## src/rtl/cmd_pkg.sv

```systemverilog
// Shared encodings and ASCII constants for the stopwatch command scheduler.
package cmd_pkg;

  typedef enum logic [1:0] {
    STOP  = 2'b00,
    RUN   = 2'b01,
    CLEAR = 2'b10
  } ctrl_state_t;

  typedef enum logic [1:0] {
    TX_IDLE  = 2'b00,
    TX_START = 2'b01,
    TX_WAIT  = 2'b10
  } tx_state_t;

  localparam logic [7:0] CMD_RUN  = 8'h72;
  localparam logic [7:0] CMD_STOP = 8'h73;
  localparam logic [7:0] CMD_CLR  = 8'h63;
  localparam logic [7:0] ACK_RUN  = 8'h52;
  localparam logic [7:0] ACK_STOP = 8'h53;
  localparam logic [7:0] ACK_CLR  = 8'h43;
  localparam logic [7:0] ACK_REJ  = 8'h3F;

  // Clear is only accepted from STOP; everything unknown is rejected.
  function automatic logic [7:0] ack_byte(input ctrl_state_t st, input logic [7:0] cmd);
    case (cmd)
      CMD_RUN:  ack_byte = ACK_RUN;
      CMD_STOP: ack_byte = ACK_STOP;
      CMD_CLR:  ack_byte = (st == STOP) ? ACK_CLR : ACK_REJ;
      default:  ack_byte = ACK_REJ;
    endcase
  endfunction

endpackage

```

## src/rtl/cmd_sched_ctrl_if.sv

```systemverilog
// UART rx/tx handshake bundle between the uart pair (master) and the scheduler (slave).
interface cmd_sched_ctrl_if;
  logic [7:0] i_rx_data;
  logic       i_rx_done;
  logic       i_tx_busy;
  logic       i_tx_done;
  logic       o_tx_start;
  logic [7:0] o_tx_data;

  modport master (
    output i_rx_data, i_rx_done, i_tx_busy, i_tx_done,
    input  o_tx_start, o_tx_data
  );

  modport slave (
    input  i_rx_data, i_rx_done, i_tx_busy, i_tx_done,
    output o_tx_start, o_tx_data
  );
endinterface

```

## src/rtl/ack_tx_seq.sv

```systemverilog
// One-entry ack slot plus the start/done handshake that pushes it into the UART transmitter.
module ack_tx_seq
  import cmd_pkg::*;
(
  input  logic       clk,
  input  logic       reset,
  input  logic       i_load,
  input  logic [7:0] i_load_byte,
  output logic       o_slot_full,
  input  logic       i_tx_busy,
  input  logic       i_tx_done,
  output logic       o_tx_start,
  output logic [7:0] o_tx_data
);

  tx_state_t  r_state;
  logic       r_full;
  logic [7:0] r_byte;
  logic       r_tx_start;
  logic [7:0] r_tx_data;

  // Loads only arrive while the slot is empty, which also means the FSM is idle.
  always_ff @(posedge clk or posedge reset) begin
    if (reset) begin
      r_state    <= TX_IDLE;
      r_full     <= 1'b0;
      r_byte     <= 8'h00;
      r_tx_start <= 1'b0;
      r_tx_data  <= 8'h00;
    end else begin
      r_tx_start <= 1'b0;
      if (i_load) begin
        r_full <= 1'b1;
        r_byte <= i_load_byte;
      end
      case (r_state)
        TX_IDLE: begin
          if (r_full && !i_tx_busy) begin
            r_state    <= TX_START;
            r_tx_start <= 1'b1;
            r_tx_data  <= r_byte;
          end
        end
        TX_START: r_state <= TX_WAIT;
        TX_WAIT: begin
          if (i_tx_done) begin
            r_full  <= 1'b0;
            r_state <= TX_IDLE;
          end
        end
        default: r_state <= TX_IDLE;
      endcase
    end
  end

  assign o_slot_full = r_full;
  assign o_tx_start  = r_tx_start;
  assign o_tx_data   = r_tx_data;

endmodule

```

## src/rtl/cmd_sched_ctrl.sv

```systemverilog
// Merges button edges and UART command bytes into one stream driving the counter run/clear controls.
module cmd_sched_ctrl
  import cmd_pkg::*;
#(
  parameter int unsigned CLR_CYCLES = 4,
  parameter bit          ACK_EN     = 1'b1
) (
  input  logic             clk,
  input  logic             reset,
  cmd_sched_ctrl_if.slave  bus,
  input  logic             btnr,
  input  logic             btnu,
  output logic             o_run_on,
  output logic             o_clr_on,
  output logic             o_overrun
);

  localparam logic [7:0] CLR_LOAD = 8'(CLR_CYCLES);

  ctrl_state_t r_state;
  logic [7:0]  r_cnt;
  logic        r_run_on;
  logic        r_clr_on;
  logic        r_btnr_q;
  logic        r_btnu_q;
  logic        r_rx_valid;
  logic [7:0]  r_rx_byte;
  logic        r_overrun;

  logic        w_btnr_edge;
  logic        w_btnu_edge;
  logic        w_slot_full;
  logic        w_service;
  logic        w_ack_load;
  logic [7:0]  w_ack_byte;
  logic        w_tx_start;
  logic [7:0]  w_tx_data;

  assign w_btnr_edge = btnr & ~r_btnr_q;
  assign w_btnu_edge = btnu & ~r_btnu_q;
  // Any button edge takes the cycle, even one the current state ignores.
  assign w_service   = r_rx_valid & ~(w_btnr_edge | w_btnu_edge) & (r_state != CLEAR)
                       & (~w_slot_full | ~ACK_EN);
  assign w_ack_load  = w_service & ACK_EN;
  assign w_ack_byte  = ack_byte(r_state, r_rx_byte);

  // Button history for one-shot edge detection.
  always_ff @(posedge clk or posedge reset) begin
    if (reset) begin
      r_btnr_q <= 1'b0;
      r_btnu_q <= 1'b0;
    end else begin
      r_btnr_q <= btnr;
      r_btnu_q <= btnu;
    end
  end

  // One-deep rx holding register; a byte arriving while it is occupied is lost.
  always_ff @(posedge clk or posedge reset) begin
    if (reset) begin
      r_rx_valid <= 1'b0;
      r_rx_byte  <= 8'h00;
      r_overrun  <= 1'b0;
    end else begin
      r_overrun <= bus.i_rx_done & r_rx_valid;
      if (w_service) begin
        r_rx_valid <= 1'b0;
      end else if (bus.i_rx_done && !r_rx_valid) begin
        r_rx_valid <= 1'b1;
        r_rx_byte  <= bus.i_rx_data;
      end
    end
  end

  // Control FSM; outputs are updated alongside the state they decode.
  always_ff @(posedge clk or posedge reset) begin
    if (reset) begin
      r_state  <= STOP;
      r_cnt    <= 8'd0;
      r_run_on <= 1'b0;
      r_clr_on <= 1'b0;
    end else begin
      case (r_state)
        STOP: begin
          if (w_btnr_edge || (w_service && r_rx_byte == CMD_RUN)) begin
            r_state  <= RUN;
            r_run_on <= 1'b1;
          end else if (w_btnu_edge || (w_service && r_rx_byte == CMD_CLR)) begin
            r_state  <= CLEAR;
            r_cnt    <= CLR_LOAD;
            r_clr_on <= 1'b1;
          end
        end
        RUN: begin
          if (w_btnr_edge || (w_service && r_rx_byte == CMD_STOP)) begin
            r_state  <= STOP;
            r_run_on <= 1'b0;
          end
        end
        CLEAR: begin
          if (r_cnt == 8'd1) begin
            r_state  <= STOP;
            r_cnt    <= 8'd0;
            r_clr_on <= 1'b0;
          end else begin
            r_cnt <= r_cnt - 8'd1;
          end
        end
        default: begin
          r_state  <= STOP;
          r_cnt    <= 8'd0;
          r_run_on <= 1'b0;
          r_clr_on <= 1'b0;
        end
      endcase
    end
  end

  ack_tx_seq u_ack_tx_seq (
    .clk         (clk),
    .reset       (reset),
    .i_load      (w_ack_load),
    .i_load_byte (w_ack_byte),
    .o_slot_full (w_slot_full),
    .i_tx_busy   (bus.i_tx_busy),
    .i_tx_done   (bus.i_tx_done),
    .o_tx_start  (w_tx_start),
    .o_tx_data   (w_tx_data)
  );

  assign bus.o_tx_start = w_tx_start & ACK_EN;
  assign bus.o_tx_data  = w_tx_data;
  assign o_run_on       = r_run_on;
  assign o_clr_on       = r_clr_on;
  assign o_overrun      = r_overrun;

endmodule

```

## src/flat_wrapper.sv

```systemverilog
// flat-port wrapper written by rule: the top's interface ports become plain ports
module cmd_sched_ctrl_flat import cmd_pkg::*;
#(
  parameter int unsigned CLR_CYCLES = 4,
  parameter bit          ACK_EN     = 1'b1
)
  (clk, reset, btnr, btnu, o_run_on, o_clr_on, o_overrun, bus_i_rx_data, bus_i_rx_done, bus_i_tx_busy, bus_i_tx_done, bus_o_tx_start, bus_o_tx_data);
  cmd_sched_ctrl_if bus_i ();
  input  logic clk;
  input  logic reset;
  input  logic btnr;
  input  logic btnu;
  output logic o_run_on;
  output logic o_clr_on;
  output logic o_overrun;
  input wire logic [$bits(bus_i.i_rx_data)-1:0] bus_i_rx_data;
  input wire logic [$bits(bus_i.i_rx_done)-1:0] bus_i_rx_done;
  input wire logic [$bits(bus_i.i_tx_busy)-1:0] bus_i_tx_busy;
  input wire logic [$bits(bus_i.i_tx_done)-1:0] bus_i_tx_done;
  output wire logic [$bits(bus_i.o_tx_start)-1:0] bus_o_tx_start;
  output wire logic [$bits(bus_i.o_tx_data)-1:0] bus_o_tx_data;
  assign bus_i.i_rx_data = bus_i_rx_data;
  assign bus_i.i_rx_done = bus_i_rx_done;
  assign bus_i.i_tx_busy = bus_i_tx_busy;
  assign bus_i.i_tx_done = bus_i_tx_done;
  assign bus_o_tx_start = bus_i.o_tx_start;
  assign bus_o_tx_data = bus_i.o_tx_data;
  cmd_sched_ctrl #(.CLR_CYCLES(CLR_CYCLES), .ACK_EN(ACK_EN)) u_core (.clk(clk), .reset(reset), .bus(bus_i), .btnr(btnr), .btnu(btnu), .o_run_on(o_run_on), .o_clr_on(o_clr_on), .o_overrun(o_overrun));
endmodule
```

## config.mk

```make
export PLATFORM = sky130hd
export DESIGN_NAME = cmd_sched_ctrl_flat
export DESIGN_NICKNAME = d
export VERILOG_FILES = /design/src/rtl/cmd_pkg.sv /design/src/rtl/cmd_sched_ctrl_if.sv /design/src/rtl/ack_tx_seq.sv /design/src/rtl/cmd_sched_ctrl.sv /design/src/flat_wrapper.sv
export SDC_FILE = /design/constraint.sdc
export NUM_CORES = 1
export LEC_CHECK = 0
export CORE_MARGIN = 2
export CORE_UTILIZATION = 38
export DETAILED_ROUTE_END_ITERATION = 10
export GPL_TIMING_DRIVEN = 0
export PLACE_DENSITY = 0.67
export SETUP_SLACK_MARGIN = 0.1
export SKIP_CTS_REPAIR_TIMING = 1
export SLEW_MARGIN = 20
export SYNTH_ARGS = -nofsm -noshare
export SYNTH_HDL_FRONTEND = slang
export SYNTH_SLANG_ARGS = --single-unit
```

## constraint.sdc

```tcl
create_clock -name clk -period 5.5 [get_ports clk]
set_input_delay 1.1 -clock clk [delete_from_list [all_inputs] [get_ports clk]]
set_output_delay 1.1 -clock clk [all_outputs]
set_load 0.01 [all_outputs]
```

==> results.yml <==
yosys:
  syn_avg_cell_area_um2: 11.8
  async_reset_ff_share_pct: 100
  yosysWarnings: 0
  ys_seq_elements: 38
  yosysTopAreaCell: "dfrtp_1"
  netlist_top_cells_area: "dfrtp_1 54%, mux2_2 8.3%, a31oi_1 2.8%, nor4b_4 2.7%, nor2_1 2.3%"
  seq_area_frac_synth_pct: 53.9
  synth_edf_count: 0
  synth_top_area_share_pct: 53.9
  synth_area_um2: 1770
  synth.top_cells.by_count: "38 x dfrtp_1, 13 x mux2_2, 11 x nor2_1, 9 x nand2_1"
  ys_types: 41
  synth.most_common_cell: "dfrtp_1"
  synth_fp_nets: 167
  synthFlopType: "dfrtp_1"
  netlist_instances: 150
critical_path:
  end_kind: "register"
  r2r_cells: 5
  path_cells: "clkdlybuf4s50_1 -> nor2b_1 -> nor4b_4 -> a21oi_2 -> a211oi_4 -> a31oi_1"
  startpoint_type: "input pin"
  cp_data_required_time_ns: 5.64
  arrival_ns: 3.05
  max_stage_delay_ns: 0.55
  r2r_slack_ns: 3.41
  crit_type: "in2reg"
  slowest_stage: "nor4b_4"
  critPathMaxFanout: 10
floorplan:
  std_cell_rows: 24
  die_w_um: 72.2
  start_util_pct: 40.0
  die_height_um: 72.2
  core_region_area_um2: 4410
  fp.dieArea_um2: 5210
  ios: 27
timing:
  rsz0062_at_grt: "false"
  finalSetupViolations: 0
  max_freq_mhz: 344
  slew_headroom_pct: 53.0
  skew_ns: 0.00490
  post-route-min-period_ns: 2.91
  tightestPinTransition_ns: 0.703
  tns_ns: 0
  slew_violations: 0
  finalCritPeriodShare_pct: 52.8
  timing_hold_violations_final: 0
place:
  io_buffers: 25
  hpwlAfterDp_mm: 2.53
  globalplace.congestion: 0.807
drt:
  wl_met2_mm: 1.74
  antenna_left: 0
  vias: 1251
  drc: 0
  routed_wl_mm: 3.37
  routed.top_layer: "met4"
  met1_length_mm: 1.45
  wl_met3_um: 122
  dr.first_iter.drc_count: 61
  vias_per_cell: 5.30
  wl_per_cell_um: 14.3
  drtPass1Iterations: 4
pwr:
  powerDensity_nw_per_um2: 277
  clkPwrFrac_pct: 46.5
  ir_drop_mv: 0.131
  p_leak_nw: 0.980
  share_comb_of_total_power_pct: 5.7
  seq_power_share_pct: 47.8
  intPower_uw: 505
  switching_share_pct: 18.9
  switchingPower_uw: 118
final_layout:
  final.fill_count: 399
  finish.utilization_pct: 51.0
  area_growth_pct: 27.5
  nets: 200
  diodes: 0
  drive_above_1_share_pct: 22.3
clocking:
  cts_buffer_depth: 2
  cts_root_buffer: "clkbuf_8"
  worstSkewPairLatency_ns: 0.29
  cts.sinks: 38
  cts_max_level: 2
  cts_tree: "built"
  clk_transition_reported_paths_ns: 0.07
  cts_made_buffers: 5
global_route:
  antenna_found_initial: 0
  grt_max_degree: 22
  grt_pass1_vias: 1338
  grt-ovfl-total: 0
  grt_usage_pct: 14.8
  grt_pass1_wl_mm: 6.03
run:
  maxCapViolCount: 0
hold_path:
  hold_path_depth: 1
  worstHoldPathType: "reg2reg"
run_status:
  status: "complete, no violations"
worst paths after layout:
check	startpoint	end
min in group asynchronous	reset	u_core.r_btnr_q
min reg2reg	u_core.u_ack_tx_seq.r_byte[1]	u_core.u_ack_tx_seq.r_byte[1]
max	btnu	u_core.r_cnt[4]
max reg2reg	u_core.r_state[1]	u_core.r_cnt[4]
min	u_core.u_ack_tx_seq.r_byte[1]	u_core.u_ack_tx_seq.r_byte[1]
max in group asynchronous	reset	u_core.u_ack_tx_seq.r_state[1]
power by group through the flow:
| stage | clock [mW] | combinational, mW | sequential (mW) |
|---|---|---|---|
| finish | 0.290 | 0.0356 | 0.298 |
| CTS | 0.295 | 0.0365 | 0.298 |
| global placement | 0 | 0.0329 | 0.303 |
| floorplan | 0 | 0.0191 | 0.301 |
| detailed placement | 0 | 0.0364 | 0.303 |
| global route | 0.307 | 0.0400 | 0.299 |
logic make-up (layout without fill, tap and decap cells):
| group | count (synthesis) | after routing | synth area share, % |
|---|---|---|---|
| xor+xnor | 1 | 1 | 0.496 |
| simple gates | 52 | 52 | 19.8 |
| buf+inv | 12 | 46 | 3.19 |
| other cells | 1 | 1 | 0.212 |
| flops | 38 | 38 | 53.9 |
| mux | 13 | 13 | 8.29 |
| compound gates | 31 | 31 | 12.7 |
| fa+ha+maj | 2 | 2 | 1.42 |
state kept, by name, indices dropped and copies added (netlist names):
name and flops:
u_core.u_ack_tx_seq.r_byte 5, u_core.u_ack_tx_seq.r_state 2, u_core.o_overrun 1, u_core.r_cnt 8, u_core.u_ack_tx_seq.o_tx_start 1, u_core.r_btnr_q 1, u_core.o_clr_on 1, u_core.u_ack_tx_seq.o_tx_data 5
u_core.u_ack_tx_seq.o_slot_full 1, u_core.r_rx_valid 1, u_core.r_btnu_q 1, u_core.r_rx_byte 8, u_core.r_state 2, u_core.o_run_on 1
per-stage QoR:
step                      hold WS [ns]  cell area, µm²  total power, mW  std cells  setup slack (ns)
after global placement           0.450            2080            0.336        227              2.37
after floorplan                  0.433            1770            0.320        150              3.08
final                            0.468            2250            0.623        236              2.59
after global routing             0.500            2250            0.646        236              2.38
after CTS                        0.471            2250            0.629        236              2.63
after detailed placement         0.453            2110            0.340        228              2.33
cell type report:
class	instances	area, µm²	share of cell area (%)
clock inverter	2	60.1	2.67
buffer	4	26.3	1.17
clock buffer	6	82.6	3.67
tap	52	65.1	2.89
timing repair buffer	26	278	12.3
inverter	8	30.0	1.33
multi-input combinational	100	758	33.7
sequential	38	951	42.2
routing by layer:
layer	track usage, %	vias up
met5	0	-
met4	7.13	0
li1	-	606
met3	2.92	6
met1	17.8	610
met2	25.3	29
cell usage in the layout (no fill, tap or decap), types with 3 or more instances in the layout:
cell type,instances
a21oi_1,7
a31oi_1,8
buf_4,3
clkbuf_8,6
clkdlybuf4s50_1,25
dfrtp_1,38
inv_1,7
mux2_2,13
nand2_1,9
nand2b_1,5
nand3_1,3
nor2_1,11
nor2b_1,3
nor3_1,3
o21ai_0,3
or3_1,3
or4_4,3
critical path, delay by kind of cell:
kind,cells,cell delay [ns]
AO/OA/AOI/OAI,3,0.77
buffers and inverters,1,0.44
AND/OR/NAND/NOR,2,0.73
No activity file was read; power rests on OpenSTA's default activity.
